$ cat src/rtl/ascii_num_parser.sv
// ascii_num_parser: assembles a line of ASCII decimal digits into an unsigned
// binary value. The value is published on a line terminator (CR or LF).
// Lines holding non-digit characters, or more than MAX_DIGITS digits, end in
// an error pulse instead, and the last good value is kept.
module ascii_num_parser #(
  parameter int MAX_DIGITS = 5,
  parameter int WIDTH      = 17
) (
  input  logic             iCLK,
  input  logic             iRST_n,
  input  logic [7:0]       iASC,
  input  logic [3:0]       iDec,
  input  logic             iValid,
  input  logic             iClear,
  output logic [WIDTH-1:0] oValue,
  output logic             oValid,
  output logic             oErr,
  output logic [3:0]       oDigits,
  output logic             oBusy
);

  typedef enum logic [1:0] {IDLE, ACCUM, DISCARD} state_e;

  localparam logic [3:0] MAX_D = 4'(MAX_DIGITS);

  state_e           state_q, state_d;
  logic [WIDTH-1:0] acc_q, acc_d;
  logic [WIDTH-1:0] value_q, value_d;
  logic [3:0]       digits_q, digits_d;
  logic             valid_q, valid_d;
  logic             err_q, err_d;

  logic is_digit;
  logic is_term;

  // Classify the byte from the raw ASCII code. iDec supplies only the digit value.
  assign is_digit = (iASC >= 8'h30) && (iASC <= 8'h39);
  assign is_term  = (iASC == 8'h0D) || (iASC == 8'h0A);

  // acc*10 + dec, using shifts in a widened word. The digit limit keeps the
  // result inside WIDTH bits, so the truncation at the end never drops bits.
  function automatic logic [WIDTH-1:0] mac10(input logic [WIDTH-1:0] acc,
                                             input logic [3:0]       dec);
    logic [WIDTH+3:0] ext;
    ext = {4'b0000, acc};
    ext = (ext << 3) + (ext << 1) + {{WIDTH{1'b0}}, dec};
    return ext[WIDTH-1:0];
  endfunction

  // State register
  always_ff @(posedge iCLK or negedge iRST_n) begin
    if (!iRST_n) state_q <= IDLE;
    else         state_q <= state_d;
  end

  // Next-state logic. iClear overrides a byte strobe in the same cycle.
  always_comb begin
    state_d = state_q;
    if (iClear) begin
      state_d = IDLE;
    end else if (iValid) begin
      case (state_q)
        IDLE: begin
          if (is_digit)     state_d = ACCUM;
          else if (!is_term) state_d = DISCARD;
        end
        ACCUM: begin
          if (is_term)                             state_d = IDLE;
          else if (!is_digit || digits_q == MAX_D) state_d = DISCARD;
        end
        DISCARD: begin
          if (is_term) state_d = IDLE;
        end
        default: state_d = IDLE;
      endcase
    end
  end

  // Datapath and pulse next values. Both pulses default low, so each lasts one cycle.
  always_comb begin
    acc_d    = acc_q;
    digits_d = digits_q;
    value_d  = value_q;
    valid_d  = 1'b0;
    err_d    = 1'b0;
    if (iClear) begin
      acc_d    = '0;
      digits_d = 4'd0;
    end else if (iValid) begin
      case (state_q)
        IDLE: begin
          if (is_digit) begin
            acc_d    = {{(WIDTH-4){1'b0}}, iDec};
            digits_d = 4'd1;
          end
        end
        ACCUM: begin
          if (is_term) begin
            value_d  = acc_q;
            valid_d  = 1'b1;
            acc_d    = '0;
            digits_d = 4'd0;
          end else if (is_digit && digits_q < MAX_D) begin
            acc_d    = mac10(acc_q, iDec);
            digits_d = digits_q + 4'd1;
          end
        end
        DISCARD: begin
          if (is_term) begin
            err_d    = 1'b1;
            acc_d    = '0;
            digits_d = 4'd0;
          end
        end
        default: begin
          acc_d    = '0;
          digits_d = 4'd0;
        end
      endcase
    end
  end

  // Accumulator, published value and the output pulse registers
  always_ff @(posedge iCLK or negedge iRST_n) begin
    if (!iRST_n) begin
      acc_q    <= '0;
      digits_q <= 4'd0;
      value_q  <= '0;
      valid_q  <= 1'b0;
      err_q    <= 1'b0;
    end else begin
      acc_q    <= acc_d;
      digits_q <= digits_d;
      value_q  <= value_d;
      valid_q  <= valid_d;
      err_q    <= err_d;
    end
  end

  assign oValue  = value_q;
  assign oValid  = valid_q;
  assign oErr    = err_q;
  assign oDigits = digits_q;
  assign oBusy   = (state_q != IDLE);

endmodule

$ cat config.mk
export PLATFORM = sky130hd
export DESIGN_NAME = ascii_num_parser
export DESIGN_NICKNAME = d
export VERILOG_FILES = /design/src/rtl/ascii_num_parser.sv
export SDC_FILE = /design/constraint.sdc
export NUM_CORES = 1
export LEC_CHECK = 0
export ABC_AREA = 1
export CAP_MARGIN = 20
export CORE_UTILIZATION = 40
export CTS_CLUSTER_SIZE = 8
export DETAILED_ROUTE_END_ITERATION = 12
export GPL_TIMING_DRIVEN = 0
export MAX_ROUTING_LAYER = met4
export PLACE_DENSITY_LB_ADDON = 0.1
export SETUP_SLACK_MARGIN = 0.4
export SLEW_MARGIN = 40
export SYNTH_ARGS = -nofsm -noshare
export SYNTH_HDL_FRONTEND = slang
export SYNTH_SLANG_ARGS = --single-unit
export TNS_END_PERCENT = 100
$ cat constraint.sdc
create_clock -name iCLK -period 4.6 [get_ports iCLK]
set_input_delay 0.92 -clock iCLK [delete_from_list [all_inputs] [get_ports iCLK]]
set_output_delay 0.92 -clock iCLK [all_outputs]
set_load 0.03 [all_outputs]
==> results of run 1 <==
[cell families after synthesis]
kind of cell	after synthesis
XOR/XNOR	11
buffers and inverters	48
adder cells (fa/ha/maj)	33
AND/OR/NAND/NOR	227
flip-flops	42
AO/OA/AOI/OAI	38
[worst max-delay path: cells and delay by family]
kind            cells  cell delay (ps)
buf+inv             3              600
xor+xnor            1              160
simple gates        2              260
fa+ha+maj           2             1030
compound gates      2              290
[cell type report]
type,instances,area [um2]
fillers,744,3570
multi-input cells,309,1790
flip-flops and latches,42,1050
repair buffers,40,408
inverters,44,169
well taps,99,124
clock buffers,6,82.6
clock inverters,2,60.1
plain buffers,4,42.5
[stage by stage]
stage          worst slack (ps)  hold WS (ps)  std cells
3_3_place_gp               1180           461        537
5_1_grt                    1350           500        546
2_1_floorplan              1880           442        399
4_1_cts                    1500           487        546
3_5_place_dp               1190           464        538
6_report                   1510           478        546
[synth_stat cells (2+ instances only)]
cell type,count,area (um2)
nor3_1,2,10.0
xor2_1,4,35.0
nand2_4,3,33.8
o21ai_2,9,78.8
nand4_1,5,31.3
dfrtp_1,42,1050
xnor2_1,7,61.3
inv_1,37,139
nand4_4,2,42.5
o21ai_0,6,30.0
nand2_2,5,31.3
nand3_2,2,20.0
nand3_1,18,90.1
buf_6,2,22.5
o21ai_1,8,40.0
nor2_2,3,18.8
nand2_1,156,586
a21oi_1,11,55.1
inv_2,5,18.8
fa_1,2,40.0
nor2_1,26,97.6
ha_1,31,388
[power by group through the flow]
stage,Sequential [mW],Combinational [mW],Clock [mW]
after floorplan,0.399,0.118,0
after global placement,0.398,0.177,0
after detailed placement,0.398,0.182,0
after CTS,0.391,0.184,0.377
after global routing,0.393,0.204,0.393
final,0.391,0.181,0.368
[cells in the final DEF (no fill, tap or decap), types with 6 or more instances in the layout]
| cell | count |
|---|---|
| nand2_1 | 156 |
| dfrtp_1 | 42 |
| clkdlybuf4s50_1 | 38 |
| inv_1 | 37 |
| ha_1 | 31 |
| nor2_1 | 26 |
| nand3_1 | 18 |
| a21oi_1 | 11 |
| o21ai_2 | 9 |
| o21ai_1 | 8 |
| xnor2_1 | 7 |
| o21ai_0 | 6 |
| clkbuf_8 | 6 |
[routing by layer]
| metal | up-vias | routed length [um] | track usage |
|---|---|---|---|
| met5 | - | 0 | - |
| met4 | 0 | 73 | 0.0491 |
| met3 | 8 | 179 | 0.0332 |
| met2 | 42 | 3130 | 0.331 |
| met1 | 1174 | 3310 | 0.241 |
| li1 | 1367 | - | - |
[sequential cells by signal (all words and copies together), names as in the netlist]
register	flops
acc_q	17
oValue	17
oDigits	4
state_q	2
oErr	1
oValid	1
[final timing paths]
| check | start | endpoint | slack, ps | depth (start not counted) |
|---|---|---|---|---|
| worst max-delay path | iDec[3] | acc_q[10]$_DFFE_PN0P_ | 1510 | 10 |
| worst min-delay path | oValue[4]$_DFFE_PN0P_ | oValue[4]$_DFFE_PN0P_ | 480 | 2 |
| worst max register to register | acc_q[0]$_DFFE_PN0P_ | acc_q[10]$_DFFE_PN0P_ | 2230 | 9 |
| worst min register to register | oValue[4]$_DFFE_PN0P_ | oValue[4]$_DFFE_PN0P_ | 480 | 2 |
| max in group asynchronous | iRST_n | acc_q[15]$_DFFE_PN0P_ | 3690 | 2 |
| min in group asynchronous | iRST_n | acc_q[5]$_DFFE_PN0P_ | 490 | 1 |
==> reports/qor.yml, run 1 <==
worst_setup_path:
  crit_fanout: 4
  critPathRequiredTime_ps: 4780
  cp_slowest_cell: "fa_1"
  cp-start-kind: "input pin"
  crit_type: "input pin to flop"
  arrival_ps: 3270
  crit_chain: "clkdlybuf4s50_1, inv_1, fa_1, inv_1, fa_1, nand3_1, nand3_1, a21oi_1, xor2_1, o21ai_1"
  critPathCaptureType: "flop"
  slowest_delay_ps: 530
sta:
  layout_min_cycle_time_ps: 3090
  setup_viol: 0
  rsz0062_at_grt: "no"
  worstMarginPinSlew_ps: 318
  tns_ps: 0
  finalHoldViolCount: 0
  finalCritPeriodShare: 0.671
  drv_slew: 0
  relSlewSlack: 0.787
  max_freq_mhz: 324
  fin_skew_ps: 11.6
detailed_routing:
  drt-initial-drc-count: 111
  drc_errors: 0
  routed_wl_um: 6700
  vias: 2591
  ant_nets: 0
  avgRoutedWirePerCell_um: 12.3
  drt-vias-per-instance: 4.75
  firstDrtPassIters: 4
layout:
  layout-drive-gt1-share: 0.112
  area_delta_synth_final_pct: 22.1
  fin_util: 0.510
  final_nets: 495
  antenna_cells: 0
  fin_area_mm2: 0.00372
synthesis:
  synth_seq_area_share: 0.345
  synthAdderAreaFrac: 0.140
  synth-compound-area-share: 0.0764
  synth_nets: 448
  synth-simple-area-share: 0.337
  synth-edff-count: 0
  synth_cells: 399
  synth_seq_cells: 42
  synth_cell_types: 35
  synth.avg_cell_area_um2: 7.64
  syn_area_mm2: 0.00305
  synth_xor_area_frac: 0.0316
  synth_mux_area_frac: 0
  synth-async-reset-ratio: 1.00
  synth_top_family_by_area: "simple AND/OR/NAND/NOR gates"
  synth_flop_cell: "dfrtp_1"
  yosysWarnings: 0
die:
  ioPinCount: 40
  core_area_mm2: 0.00729
  rows: 31
  die_h_um: 89.3
  initial_core_util: 0.418
  die_x_um: 89.3
  die_area_mm2: 0.00797
power:
  p_total_mw: 0.940
  p_int_mw: 0.682
  switchingPower_mw: 0.257
  leakage_nw: 1.99
  swShare: 0.274
  p_per_area_mw_per_mm2: 252
  seqPwrFrac: 0.416
  ir_drop_mv: 0.182
  pwr-share-comb: 0.193
  clock_power_share: 0.391
clocking:
  numCtsBuffers: 5
  cts_tree: "yes"
  clkTransAtPathRegs_ps: 90
  clockRootBuffer: "clkbuf_8"
  holdBufCountCts: 0
  cts_resized: 0
  ctsHtreeMaxLevel: 2
  postCtsSetupRepairBufs: 0
  cts.sinks: 42
  clk_latency_ps: 300
  cts_buffer_depth: 2
placement:
  dp_hpwl_um: 5340
  placed_area_mm2: 0.00358
  gp_congestion: 0.856
  portBuffers: 39
grt:
  grt_max_degree: 25
  grt_overflow_total: 0
  grt_antenna_before_repair: 0
  grt_pass1_vias: 2524
  grt_pass1_wl_um: 11500
  grt_usage: 0.195
hold_path:
  hold_path.class: "flop to flop"
run:
  cap_violations: 0
run_status:
  outcome: "complete, no violations"
Power figures use the tool's default switching activity.
==> run 2: changes to the inputs <==
==> constraint.sdc (replaced) <==
create_clock -name iCLK -period 2.75 [get_ports iCLK]
set_input_delay 0.55 -clock iCLK [delete_from_list [all_inputs] [get_ports iCLK]]
set_output_delay 0.55 -clock iCLK [all_outputs]
set_load 0.03 [all_outputs]
==> run 2 against run 1 <==
- total power grew 48%
- largest power group unchanged
- non-clock buffer count grew 4
- sequential power grew 67%
- combinational power grew 82%
- register-to-register slack lost 1700 ps
- clock skew shrank 4.2 ps
- clock power grew 12%
- highest routed layer unchanged
- sequential cell count is the same
- final area grew 1.3%
- final cell count grew 0.73%
- utilization grew 0.65 points
- worst setup slack lost 990 ps
==> reports/qor.yml, run 2 (synthesized netlist as in run 1, its figures left out) <==
run_status:
  outcome: "complete, no violations"
detailed_routing:
  vias: 2585
  avgRoutedWirePerCell_um: 12.4
  drc_errors: 0
  ant_nets: 0
  firstDrtPassIters: 4
  routed_wl_um: 6830
  drt-initial-drc-count: 108
  drt-vias-per-instance: 4.70
clocking:
  clockRootBuffer: "clkbuf_8"
  cts_tree: "yes"
  cts.sinks: 42
  numCtsBuffers: 5
  clk_latency_ps: 290
  ctsHtreeMaxLevel: 2
  cts_buffer_depth: 2
  holdBufCountCts: 0
  clkTransAtPathRegs_ps: 80
sta:
  worstMarginPinSlew_ps: 538
  setup_slack_ps: 528
  relSlewSlack: 0.641
  layout_min_cycle_time_ps: 2220
  max_freq_mhz: 450
  tns_ps: 0
  setup_viol: 0
  fin_skew_ps: 7.37
  fin_hold_ws_ps: 228
  drv_slew: 0
  finalCritPeriodShare: 0.808
  rsz0062_at_grt: "no"
  finalHoldViolCount: 0
layout:
  layout_common_cells: "155 x nand2_1, 42 x dfrtp_1, 36 x inv_1, 35 x clkdlybuf4s50_1, 27 x ha_1"
  layout_commonest_cell: "nand2_1"
  layout-drive-gt1-share: 0.144
  final_nets: 499
  antenna_cells: 0
  area_delta_synth_final_pct: 23.7
  fin_cells: 550
power:
  ir_drop_mv: 0.141
  p_per_area_mw_per_mm2: 369
  leakage_nw: 2.01
worst_setup_path:
  arrival_ps: 1670
  crit_fanout: 4
  cp_top_family: "buffers and inverters"
  crit_type: "flop to output pin"
  crit_chain: "nor2_1, inv_1, clkdlybuf4s50_1"
  cp-start-kind: "flop"
  critPathCaptureType: "output pin"
  critPathRequiredTime_ps: 2200
  slowest_delay_ps: 590
  crit_buf_inv: 2
  cp_slowest_cell: "clkdlybuf4s50_1"
placement:
  portBuffers: 39
  gp_congestion: 0.888
  pre_cts_ws_ps: -243
  placed_cells: 537
  dp_hpwl_um: 5490
die:
  initial_core_util: 0.418
  rows: 31
  die_area_mm2: 0.00797
  die_h_um: 89.3
  core_area_mm2: 0.00729
  ioPinCount: 40
  die_x_um: 89.3
grt:
  grt_pass1_vias: 2336
  grt_overflow_total: 0
  grt_pass1_wl_um: 11300
  grt_antenna_before_repair: 0
  grt_usage: 0.193
  grt_max_degree: 43
hold_path:
  hold_path.class: "input pin to asynchronous set/reset pin"
run:
  cap_violations: 0
==> run 2: cell count changes in the layout (fill, tap and decap cells not counted), moves of 2 or more <==
| cell | change |
|---|---|
| buf_4 | +5 |
| ha_1 | -4 |
| clkdlybuf4s50_1 | -3 |
| ha_4 | +3 |
| bufinv_16 | -2 |
| dlymetal6s2s_1 | +2 |
| nand3_1 | -2 |
==> run 2: power by group <==
group          internal [mW]  leakage [nW]  switching [mW]
clock                  0.203        0.0482           0.208
sequential             0.633         0.582          0.0198
combinational          0.137          1.38           0.192
==> run 2: per-layer routing <==
| metal | global-route usage | up-vias | share of wire |
|---|---|---|---|
| li1 | - | 1374 | - |
| met1 | 0.282 | 1167 | 0.54 |
| met2 | 0.284 | 36 | 0.43 |
| met3 | 0.0249 | 8 | 0.025 |
| met4 | 0.0418 | 0 | 0.010 |
| met5 | - | - | 0 |
==> run 2: final timing paths <==
path	start	to	slack (ps)	cells after the start
worst max-delay path	state_q[1]$_DFFE_PN0P_	oBusy	530	3
worst min-delay path	iRST_n	oErr$_DFF_PN0_	230	1
worst max register to register	acc_q[3]$_DFFE_PN0P_	acc_q[9]$_DFFE_PN0P_	540	9
worst min register to register	oValue[11]$_DFFE_PN0P_	oValue[11]$_DFFE_PN0P_	480	2
max in group asynchronous	iRST_n	oValue[7]$_DFFE_PN0P_	2140	1
min in group iCLK	oValue[11]$_DFFE_PN0P_	oValue[11]$_DFFE_PN0P_	480	2
==> run 2: per-stage QoR <==
| stage | utilization | total power, mW | instance area (um2) |
|---|---|---|---|
| finish | 0.517 | 1.39 | 3770 |
| global route | 0.517 | 1.47 | 3770 |
| CTS | 0.508 | 1.39 | 3710 |
| detailed placement | 0.489 | 0.969 | 3560 |
| global placement | 0.489 | 0.964 | 3560 |
| floorplan | - | 0.866 | 3050 |
==> run 2: cell type report <==
cell class	count	area, um2
fillers	743	3520
multi-input cells	309	1860
flip-flops and latches	42	1050
repair buffers	44	430
inverters	44	169
well taps	99	124
clock buffers	7	86.3
plain buffers	4	42.5
clock inverters	1	5.00
==> run 2: repair_timing <==
action | 4_1_cts | 5_1_grt
pin swaps | 4 | 7
buffers inserted | 3 | 2
gates resized for setup | 7 | 10
setup endpoints to repair | 13 | 8
